**config.mk**
```make
export PLATFORM = sky130hd
export DESIGN_NAME = mmio_timer
export DESIGN_NICKNAME = d
export VERILOG_FILES = /design/src/rtl/mmio_pkg.sv /design/src/rtl/timer_prescaler.sv /design/src/rtl/mmio_timer.sv
export SDC_FILE = /design/constraint.sdc
export NUM_CORES = 1
export LEC_CHECK = 0
export ABC_AREA = 1
export BUFFER_PORTS_ARGS = -buffer_cell sky130_fd_sc_hd__buf_4
export CAP_MARGIN = 20
export CORE_ASPECT_RATIO = 2
export CORE_MARGIN = 2
export CORE_UTILIZATION = 47
export DETAILED_ROUTE_END_ITERATION = 8
export HOLD_SLACK_MARGIN = 0.05
export PLACE_DENSITY = 0.69
export SYNTH_ARGS = -nofsm -noshare
export SYNTH_HDL_FRONTEND = slang
export SYNTH_SLANG_ARGS = --single-unit
```
**constraint.sdc**
```tcl
create_clock -name clk -period 2.13 [get_ports clk]
set_clock_uncertainty 0.2 [all_clocks]
set_input_delay 0.5325 -clock clk [delete_from_list [all_inputs] [get_ports clk]]
set_output_delay 0.5325 -clock clk [all_outputs]
set_load 0.03 [all_outputs]
```
**src/rtl/mmio_pkg.sv**
```systemverilog
// rtl/mmio_pkg.sv - shared MMIO peripheral constants: window base, timer register offsets, CTRL fields
package mmio_pkg;

    localparam logic [31:0] MMIO_BASE_DEFAULT = 32'hFFFF_0000;

    localparam logic [1:0] TMR_CTRL   = 2'd0;
    localparam logic [1:0] TMR_LOAD   = 2'd1;
    localparam logic [1:0] TMR_COUNT  = 2'd2;
    localparam logic [1:0] TMR_STATUS = 2'd3;

    localparam int CTRL_EN      = 0;
    localparam int CTRL_AUTO    = 1;
    localparam int CTRL_IRQ_EN  = 2;
    localparam int PRESCALE_LSB = 8;
    localparam int PRESCALE_MSB = 15;

endpackage

```
**src/rtl/timer_prescaler.sv**
```systemverilog
// rtl/timer_prescaler.sv - 8-bit prescaler producing a one-cycle tick every prescale+1 enabled cycles
module timer_prescaler (
    input  logic       clk,
    input  logic       reset,
    input  logic       en,
    input  logic       clr,
    input  logic [7:0] prescale,
    output logic       tick
);

    logic [7:0] pcnt_q, pcnt_d;

    assign tick = en & (pcnt_q == prescale);

    always_comb begin
        pcnt_d = pcnt_q;
        if (clr) begin
            pcnt_d = '0;
        end else if (tick) begin
            pcnt_d = '0;
        end else if (en) begin
            pcnt_d = pcnt_q + 8'd1;
        end
    end

    always_ff @(posedge clk) begin
        if (reset) begin
            pcnt_q <= '0;
        end else begin
            pcnt_q <= pcnt_d;
        end
    end

endmodule

```
**src/rtl/mmio_timer.sv**
```systemverilog
// rtl/mmio_timer.sv - memory-mapped down-counting timer with prescaler, auto-reload and sticky expiry irq
module mmio_timer
    import mmio_pkg::*;
#(
    parameter logic [31:0] BASE = MMIO_BASE_DEFAULT
) (
    input  logic        clk,
    input  logic        reset,
    input  logic        MemWrite,
    input  logic [31:0] DataAdr,
    input  logic [31:0] WriteData,
    output logic [31:0] ReadData,
    output logic        sel,
    output logic        irq
);

    logic        en_q, en_d;
    logic        auto_q, auto_d;
    logic        irq_en_q, irq_en_d;
    logic [7:0]  prescale_q, prescale_d;
    logic [31:0] load_q, load_d;
    logic [31:0] count_q, count_d;
    logic        expired_q, expired_d;

    logic [1:0]  off;
    logic        wr, wr_ctrl, wr_load, wr_count, wr_status;
    logic        tick, tick_eff, expire, pcnt_clr;
    logic        unused_bits;

    assign sel       = (DataAdr[31:4] == BASE[31:4]);
    assign off       = DataAdr[3:2];
    assign wr        = MemWrite & sel;
    assign wr_ctrl   = wr & (off == TMR_CTRL);
    assign wr_load   = wr & (off == TMR_LOAD);
    assign wr_count  = wr & (off == TMR_COUNT);
    assign wr_status = wr & (off == TMR_STATUS);

    // A bus write to COUNT/LOAD swallows any tick landing in the same cycle.
    assign tick_eff  = tick & ~(wr_load | wr_count);
    assign expire    = tick_eff & (count_q == 32'd0);
    assign pcnt_clr  = wr_load | wr_count | (wr_ctrl & WriteData[CTRL_EN] & ~en_q);
    assign irq       = expired_q & irq_en_q;

    assign unused_bits = ^{DataAdr[1:0], WriteData[31:16], WriteData[7:3]};

    timer_prescaler u_prescaler (
        .clk      (clk),
        .reset    (reset),
        .en       (en_q),
        .clr      (pcnt_clr),
        .prescale (prescale_q),
        .tick     (tick)
    );

    always_comb begin
        en_d       = en_q;
        auto_d     = auto_q;
        irq_en_d   = irq_en_q;
        prescale_d = prescale_q;
        load_d     = load_q;
        count_d    = count_q;
        expired_d  = expired_q;

        if (tick_eff) begin
            if (count_q != 32'd0) begin
                count_d = count_q - 32'd1;
            end else begin
                expired_d = 1'b1;
                if (auto_q) begin
                    count_d = load_q;
                end else begin
                    en_d = 1'b0;
                end
            end
        end

        // Bus writes come after the tick so they win for EN and COUNT.
        if (wr_ctrl) begin
            en_d       = WriteData[CTRL_EN];
            auto_d     = WriteData[CTRL_AUTO];
            irq_en_d   = WriteData[CTRL_IRQ_EN];
            prescale_d = WriteData[PRESCALE_MSB:PRESCALE_LSB];
        end
        if (wr_load) begin
            load_d  = WriteData;
            count_d = WriteData;
        end
        if (wr_count) begin
            count_d = WriteData;
        end
        if (wr_status && WriteData[0] && !expire) begin
            expired_d = 1'b0;
        end
    end

    always_ff @(posedge clk) begin
        if (reset) begin
            en_q       <= 1'b0;
            auto_q     <= 1'b0;
            irq_en_q   <= 1'b0;
            prescale_q <= '0;
            load_q     <= '0;
            count_q    <= '0;
            expired_q  <= 1'b0;
        end else begin
            en_q       <= en_d;
            auto_q     <= auto_d;
            irq_en_q   <= irq_en_d;
            prescale_q <= prescale_d;
            load_q     <= load_d;
            count_q    <= count_d;
            expired_q  <= expired_d;
        end
    end

    always_comb begin
        ReadData = '0;
        if (sel) begin
            case (off)
                TMR_CTRL:   ReadData = {16'd0, prescale_q, 5'd0, irq_en_q, auto_q, en_q};
                TMR_LOAD:   ReadData = load_q;
                TMR_COUNT:  ReadData = count_q;
                TMR_STATUS: ReadData = {31'd0, expired_q};
                default:    ReadData = '0;
            endcase
        end
    end

endmodule

```
==> impl_metrics.ini, run 1 <==
[global_routing]
grt_overflow = 0
grt_pass1_wl_um = 34470
grt_max_degree = 33
antenna_found_initial = 0
track_usage = 0.3182
grt_pass1_vias = 7292

[routing]
wl_um = 23520
vias_per_cell = 5.491
drt_iter0_markers = 409
final_antenna_net_count = 0
wl_per_cell_um = 17.23
vias = 7495
drc = 0
firstDrtPassIters = 7

[power]
intPower_uw = 2546
ir_drop_uv = 334.5
pwr-share-seq = 0.450
power.clock.fraction = 0.464
leakagePower_uw = 0.004124
combPwrFrac = 0.086
power_switching_share = 0.2692
switchingPower_uw = 937.9
power.density_mw_per_mm2 = 377.2

[yosys]
synth_cell_types = 37
synth-seq-cells = 84
syn_inst = 1003
synthesis.area_mm2 = 0.006003
synthFlopType = dfxtp_1
synth-edff-count = 0
async_flop_share = 0
yosys.area.top_type_share = 0.2801
synth.area.top_cells = dfxtp_1 (28%), nand2_1 (19%), nor2_1 (8.8%)
yosys.area.top_type = dfxtp_1
synth_warnings = 0
avgSynthCellArea_um2 = 5.985
synth_nets = 1073
synth_seq_area_share = 0.2801

[job]
maxCapViolCount = 0

[timing]
slew_headroom = 0.7390
whs_ps = 228.4
finalMaxSlewViolations = 0
rsz0062_at_grt = yes
fin_ws_ps = -375.2
setup_viol = 107
fmax_mhz = 399.2
final_hold_viol_count = 0
worst_pin_slew_ps = 390.0
period_needed_ps = 2505
tns_ps = -20540
finalCritPeriodShare = 1.176

[floorplanning]
core_region_area_mm2 = 0.01255
row_count = 58
die-area_mm2 = 0.01375
ios = 101
die_width_um = 83.92
die_h_um = 163.8
start_util = 0.4782

[min_path]
min_path_type = input port to register
min_to = prescale_q[4]
min_path_cells = 3
hold_start = WriteData[12]

[critical_path]
cp.arrival_ps = 1770
ff2ff_path_depth = 11
required_ps = 1400
cp_top_family = simple AND/OR/NAND/NOR gates
crit_top_cell = nor2_4
crit_path_start_kind = input port
rrSetupSlack_ps = -40
end_kind = output port
path_cells = buf_8, nor2_4, nand4_1, nor2_4, nand2_4, buf_12, a31oi_4, buf_6
r2r_end = count_q[29]
r2r_start = prescale_q[0]
path_buf_inv = 3
crit_type = input port to output port
worst_path_largest_cell_delay_ps = 190
crit_fanout = 7
crit_slowest_cell = nand4_1

[place]
dpl_cell_area_mm2 = 0.008011
gp_congestion = 0.9829
hpwl_um = 16840
io_buffers = 98
dp.cells = 1310

[cts]
root_buffer = clkbuf_16
clkTransAtPathRegs_ps = 80
cts_buffers = 9
cts_max_path_buffers = 2
numClockSinks = 84
cts_hold_buf = 0
cts_tree = built
clk_latency_ps = 350
htreeDepth = 3

[finish]
num_antenna_cells = 0
syn2layout_area_growth_pct = 53.83
layout.nets = 1280
post-route-util = 0.7356
layout.cells.most_common = nand2_1
mostFrequentLayoutCells = nand2_1 (284), buf_4 (157), nor2_1 (119)
final_cells = 1365
design_area_mm2 = 0.009235
drive_gt1_frac = 0.3391

[status]
status = finished, violations left
violations = setup timing
[cell usage after synthesis (6+ instances only)]
cell / instances
a21oi_1: 67
a21oi_2: 10
a31oi_1: 9
buf_2: 6
clkbuf_1: 23
dfxtp_1: 84
inv_1: 105
nand2_1: 297
nand3_1: 98
nand3_2: 11
nand3b_1: 7
nand4_1: 12
nor2_1: 140
nor2_2: 12
nor2_4: 8
nor3_1: 6
o21ai_0: 51
xnor2_1: 9
xor2_1: 6
[registers in the layout (all words and copies together) (netlist names)]
register            cells
count_q                32
auto_q                  1
prescale_q              8
expired_q               1
en_q                    1
load_q                 32
irq_en_q                1
u_prescaler.pcnt_q      8
[power groups by stage]
stage                     clock [uW]  sequential [uW]  combinational (uW)
after floorplan                    0             1610                82.9
after global placement             0             1610                 260
after detailed placement           0             1610                 262
after CTS                       1630             1570                 280
after global routing            1680             1570                 319
final                           1620             1570                 300
[worst max path at each step]
stage / start / endpoint / slack, ps / cells past startpoint
after floorplan: DataAdr[9] / ReadData[10] / -130 / 6
after global placement: DataAdr[9] / ReadData[13] / -340 / 8
after detailed placement: DataAdr[9] / ReadData[13] / -350 / 8
after CTS: DataAdr[10] / ReadData[0] / -290 / 8
after global routing: DataAdr[7] / ReadData[0] / -410 / 8
final: DataAdr[7] / ReadData[13] / -380 / 8
[metrics by stage]
step,power (uW),worst slack (ps)
finish,3483,-375.2
global route,3568,-408.1
CTS,3482,-289.3
detailed placement,1868,-346.3
global placement,1866,-343.2
floorplan,1689,-132.9
[final cells by class]
cell class | count | area (um2)
Multi-Input combinational cell | 771 | 4436
Fill cell | 1069 | 3319
Clock buffer | 9 | 225.2
Sequential cell | 84 | 1682
Inverter | 111 | 424.2
Tap cell | 150 | 187.7
Clock inverter | 7 | 76.32
Timing Repair Buffer | 233 | 2205
[what timing repair did]
item                                    CTS  global route
gates cloned                              2             5
endpoints found under the setup margin   33           116
pin swaps                                 8            18
gates resized for setup                  65            81
setup buffers                            11            24
[worst register-to-register path, delay by kind of cell (launching register included)]
kind	cells	cell delay (ps)
compound gates	2	230
buf+inv	2	270
flops	1	330
simple gates	7	1070
[cells by family (layout without fill, tap and decap cells)]
| kind of cell | Yosys count | count (layout) | synth area share |
|---|---|---|---|
| flops | 84 | 84 | 0.2801 |
| xor+xnor | 15 | 15 | 0.02188 |
| simple gates | 605 | 606 | 0.4523 |
| compound gates | 147 | 147 | 0.1357 |
| fa+ha+maj | 3 | 3 | 0.006253 |
| buf+inv | 149 | 360 | 0.1038 |
[metal layers]
metal	routed length (um)	vias up	global-route usage
met5	0	-	0
met4	2149	0	0.2163
met3	1006	123	0.02965
met2	12850	281	0.6433
met1	7513	3457	0.2880
li1	-	3634	-
Power figures use the tool's default switching activity.
==> run 2: changes to the inputs <==
CORE_ASPECT_RATIO = 0.5   (was 2)
==> run 2 against run 1 <==
- the run still ends with setup timing left
- hold slack better by 11 ps
- die area stayed put
- non-clock buffer count is 26 lower
- combinational power is 1% higher
- clock power is 4% higher
- via count is 2.0% lower
- final area is 2.1% lower
- global-route usage is 0.50 points higher
- critical path type unchanged
- largest cell class unchanged
==> impl_metrics.ini, run 2 (synthesis gave the netlist of run 1 again) <==
[finish]
mostFrequentLayoutCells = nand2_1 (285), buf_4 (141), nor2_1 (113)
largestRegisters = count_q: 32 flops, load_q: 32 flops
post-route-util = 0.7201
n_fill_cell = 1096
num_antenna_cells = 0
syn2layout_area_growth_pct = 50.58
layout.nets = 1254
layout.cells.most_common = nand2_1
drive_gt1_frac = 0.3272

[critical_path]
crit_fanout = 19
rrSetupSlack_ps = 50
ff2ff_path_depth = 13
crit_path_start = DataAdr[9]
end_kind = output port
required_ps = 1400
r2r_end = count_q[4]
r2r_start = count_q[2]
crit_type = input port to output port
crit_path_start_kind = input port
cp.arrival_ps = 1650

[power]
intPower_uw = 2645
power.density_mw_per_mm2 = 392.6
ir_drop_uv = 305.0
combPwrFrac = 0.086
pwr-share-seq = 0.442
switchingPower_uw = 904.0
p_total_uw = 3549
power_switching_share = 0.2547
leakagePower_uw = 0.004036
power.clock.fraction = 0.472

[global_routing]
grt_pass1_wl_um = 34960
grt_overflow = 0
track_usage = 0.3232
grt_max_degree = 33
grt_pass1_vias = 6867
antenna_found_initial = 0

[routing]
wl_per_cell_um = 16.33
drc = 0
vias = 7348
drt_iter0_markers = 628
vias_per_cell = 5.407
firstDrtPassIters = 5
wl_um = 22190
final_antenna_net_count = 0

[floorplanning]
die-area_mm2 = 0.01375
die_h_um = 83.92
ios = 101
row_count = 29
start_util = 0.4782
die_width_um = 163.8
core_region_area_mm2 = 0.01255

[place]
io_buffers = 98
gp_congestion = 0.9326
hpwl_um = 16220
place_ws_ps = -305.6

[min_path]
min_path_type = input port to register
min_to = prescale_q[6]
hold_start = WriteData[14]
min_path_cells = 3

[timing]
final_hold_viol_count = 0
whs_ps = 239.7
worst_pin_slew_ps = 351.9
setup_viol = 35
period_needed_ps = 2382
finalMaxSlewViolations = 0
fmax_mhz = 419.8
finalCritPeriodShare = 1.118
slew_headroom = 0.7651
fin_ws_ps = -252.2
rsz0062_at_grt = yes

[cts]
cts_tree = built
htreeDepth = 3
clk_latency_ps = 350
clkTransAtPathRegs_ps = 70
cts_buffers = 9
root_buffer = clkbuf_16
cts_hold_buf = 0
cts_max_path_buffers = 2
numClockSinks = 84

[status]
violations = setup timing
status = finished, violations left

[job]
maxCapViolCount = 0
run 2: cell count changes in the layout (fill, tap and decap cells not counted), sizes merged:
| cell | before | now |
|---|---|---|
| buf | 230 | 207 |
| clkbuf | 12 | 9 |
| clkinv | 4 | 2 |
| bufinv | 0 | 1 |
| clkinvlp | 0 | 1 |
| nand2 | 302 | 303 |
| nor2 | 163 | 162 |
run 2: worst max-delay path by stage:
stage / cells after the start / slack, ps / endpoint
finish: 8 / -250 / ReadData[2]
floorplan: 6 / -130 / ReadData[10]
detailed placement: 8 / -310 / ReadData[2]
global placement: 8 / -290 / ReadData[2]
global route: 8 / -330 / ReadData[2]
CTS: 8 / -270 / ReadData[2]
run 2: per-stage QoR:
| stage | TNS, ps | std cells | cell area [um2] |
|---|---|---|---|
| floorplan | -3821 | 1003 | 6472 |
| global placement | -11970 | 1329 | 8104 |
| detailed placement | -13390 | 1329 | 8104 |
| CTS | -7553 | 1353 | 8682 |
| global route | -9962 | 1359 | 9040 |
| finish | -7063 | 1359 | 9040 |
run 2: layout make-up:
class                   instances  area (um2)  area share
clock inverters                 7       81.33    0.008997
multi-input cells             771        4423      0.4893
clock buffers                   9       225.2     0.02491
repair buffers                207        1972      0.2181
inverters                     111       434.2     0.04803
flip-flops and latches         84        1692      0.1871
well taps                     170       212.7     0.02353
run 2: power by group through the flow:
stage	Sequential, uW	Combinational (uW)	Clock, uW
floorplan	1610	82.9	0
global placement	1610	266	0
detailed placement	1610	270	0
CTS	1570	290	1690
global route	1570	322	1760
finish	1570	304	1680
run 2: per-layer routing:
layer,global-route usage,part of all wire
met3,0.05315,0.080
met1,0.4728,0.47
met5,0,0
met2,0.5011,0.44
met4,0.06061,0.014
run 2: timing repair:
| item | in CTS | in global routing |
|---|---|---|
| resized for setup | 60 | 88 |
| endpoints found under the hold margin | 0 | 0 |
| setup endpoints to repair | 35 | 87 |
| pin swaps | 12 | 24 |
| cloned | 1 | 0 |
| setup buffers | 8 | 10 |
run 2: critical path, cell delays in order:
cell and delay (ps):
buf_8 100, nor2_4 100, nand4_1 150, nor2_4 160, nand2_4 90, buf_12 180, a31oi_2 180, buf_6 150
==> run 3: changes to the inputs <==
CELL_PAD_IN_SITES_DETAIL_PLACEMENT = 1   (was default)
CELL_PAD_IN_SITES_GLOBAL_PLACEMENT = 2   (was default)
CORE_UTILIZATION = 30   (was 47)
PLACE_DENSITY = default   (was 0.69)
PLACE_DENSITY_LB_ADDON = 0.1   (was default)
==> run 3 against run 2 <==
- the flow still finishes with violations (setup timing)
- routed wire length is 19% higher
- register-to-register slack got worse by 20 ps
- first-iteration DRC count fell by 43%
- fmax is 3.9% lower
- die area up 54%
- largest cell class unchanged
- combinational power down 3%
- global-route usage decreased by 7.6 points
- flip-flop and latch count is the same
==> impl_metrics.ini, run 3 (synthesis gave the netlist of run 1 again) <==
[status]
status = finished, violations left
violations = setup timing

[floorplanning]
core_region_area_mm2 = 0.01955
ios = 101
die_width_um = 204.1
die_h_um = 104.0
die-area_mm2 = 0.02123
start_util = 0.3071
row_count = 36

[routing]
drt_iter0_markers = 361
wl_um = 26360
final_antenna_net_count = 0
drc = 0
vias_per_cell = 5.006
firstDrtPassIters = 5
wl_per_cell_um = 18.04
vias = 7314

[cts]
cts_tree = built
cts_max_path_buffers = 2
clkTransAtPathRegs_ps = 60
numClockSinks = 84
clk_latency_ps = 350
cts_buffers = 9
root_buffer = clkbuf_16
htreeDepth = 3

[power]
ir_drop_uv = 341.0
power.density_mw_per_mm2 = 404.6
leakagePower_uw = 0.004061

[timing]
fin_ws_ps = -348.6
rsz0062_at_grt = yes
tns_ps = -8878
worst_pin_slew_ps = 375.9
fmax_mhz = 403.4
period_needed_ps = 2479
final_hold_viol_count = 0
setup_viol = 33
slew_headroom = 0.7485
finalCritPeriodShare = 1.164
finalMaxSlewViolations = 0

[finish]
syn2layout_area_growth_pct = 53.88
design_area_mm2 = 0.009238
layout.nets = 1261
drive_gt1_frac = 0.3264
num_antenna_cells = 0
post-route-util = 0.4725
mostFrequentLayoutCells = nand2_1 (285), buf_4 (151), nor2_1 (114)
layout.cells.most_common = nand2_1
largestRegisters = count_q: 32 flops, load_q: 32 flops

[critical_path]
cp_top_family = simple AND/OR/NAND/NOR gates
crit_slowest_cell = buf_12
end_kind = output port
crit_fanout = 8
path_cells = buf_8, nor2_4, nand4_1, nor2_4, nand2_8, buf_12, a31oi_4, buf_6
r2r_end = count_q[4]
r2r_start = count_q[3]
crit_path_start = DataAdr[6]
cp.arrival_ps = 1750
crit_path_start_kind = input port
rrSetupSlack_ps = 30
ff2ff_path_depth = 13
crit_type = input port to output port
required_ps = 1400
path_buf_inv = 3
crit_top_cell = nor2_4
worst_path_largest_cell_delay_ps = 190

[place]
io_buffers = 98
hpwl_um = 20310
gp_congestion = 0.8946
dpl_cell_area_mm2 = 0.008294

[min_path]
hold_start = reset
min_path_cells = 2
min_path_type = input port to register
min_to = prescale_q[7]

[global_routing]
grt_overflow = 0
antenna_found_initial = 0
grt_max_degree = 33
track_usage = 0.2472
grt_pass1_wl_um = 40920
grt_pass1_vias = 7477

[job]
maxCapViolCount = 0
==> run 3: cell types whose count changed in the layout (fill, tap and decap cells not counted), moves of 4 or more <==
cell / previous run / this run
o21ai_0: 44 / 48
o21ai_1: 7 / 3
dfxtp_1: 76 / 67
buf_4: 141 / 151
nand3_2: 28 / 17
nor2_2: 26 / 18
dfxtp_2: 8 / 14
nand3_1: 80 / 92
buf_6: 46 / 41
nor2_4: 21 / 28
==> run 3: how the worst max path moves through the flow <==
stage	endpoint	slack [ps]	depth (start not counted)
after floorplan	ReadData[10]	-130	6
after global placement	ReadData[13]	-370	9
after detailed placement	ReadData[13]	-380	9
after CTS	ReadData[13]	-360	8
after global routing	ReadData[13]	-430	8
final	ReadData[13]	-350	8
==> run 3: area by class of cell <==
cell class              instances  area, um2
clock buffers                  11      242.7
clock inverters                 4      97.59
fillers                      2526      10310
inverters                     111      422.9
multi-input cells             770       4360
flip-flops and latches         84       1710
well taps                     266      332.8
repair buffers                215       2071
==> run 3: through the flow <==
| step | hold WS, ps | worst slack (ps) | std cells | total power [uW] |
|---|---|---|---|---|
| after floorplan | 239.0 | -132.9 | 1003 | 1689 |
| after global placement | 258.9 | -365.7 | 1431 | 1874 |
| after detailed placement | 265.4 | -379.9 | 1431 | 1881 |
| after CTS | 198.5 | -356.1 | 1451 | 3780 |
| after global routing | 198.7 | -434.2 | 1461 | 3861 |
| final | 193.8 | -348.6 | 1461 | 3737 |
==> run 3: layer usage <==
layer,vias up,share of wire,GRT usage
met1,3569,0.51,0.3625
met5,-,0,0
met3,14,0.043,0.04010
met2,140,0.44,0.3887
met4,0,0.0052,0.02950
li1,3591,-,-
==> run 3: repair_timing <==
action,CTS,global route
pin swaps,9,21
endpoints found under the setup margin,32,66
gates resized for setup,56,78
cloned,2,1
hold buffers,0,0
buffers inserted,3,9
==> run 3: report_power, final <==
| part | leakage (uW) | internal, uW | switching (uW) | total (uW) |
|---|---|---|---|---|
| Clock | 0.000162 | 1170 | 701 | 1880 |
| Combinational | 0.00321 | 142 | 155 | 296 |
| Sequential | 0.000686 | 1570 | 0.00000158 | 1570 |
| Total | 0.00406 | 2880 | 856 | 3740 |
==> run 3: worst reg2reg max path, cell delays in order, from the launching register on <==
cell	delay [ps]
dfxtp_1	350
nor2_4	200
nand2_1	110
nor2_2	130
nand2_2	80
nor2_4	150
nand3_4	140
nand2_8	180
nor2_8	80
clkbuf_16	180
nand2_1	60
nand3_1	60
nand2_1	60
inv_1	30
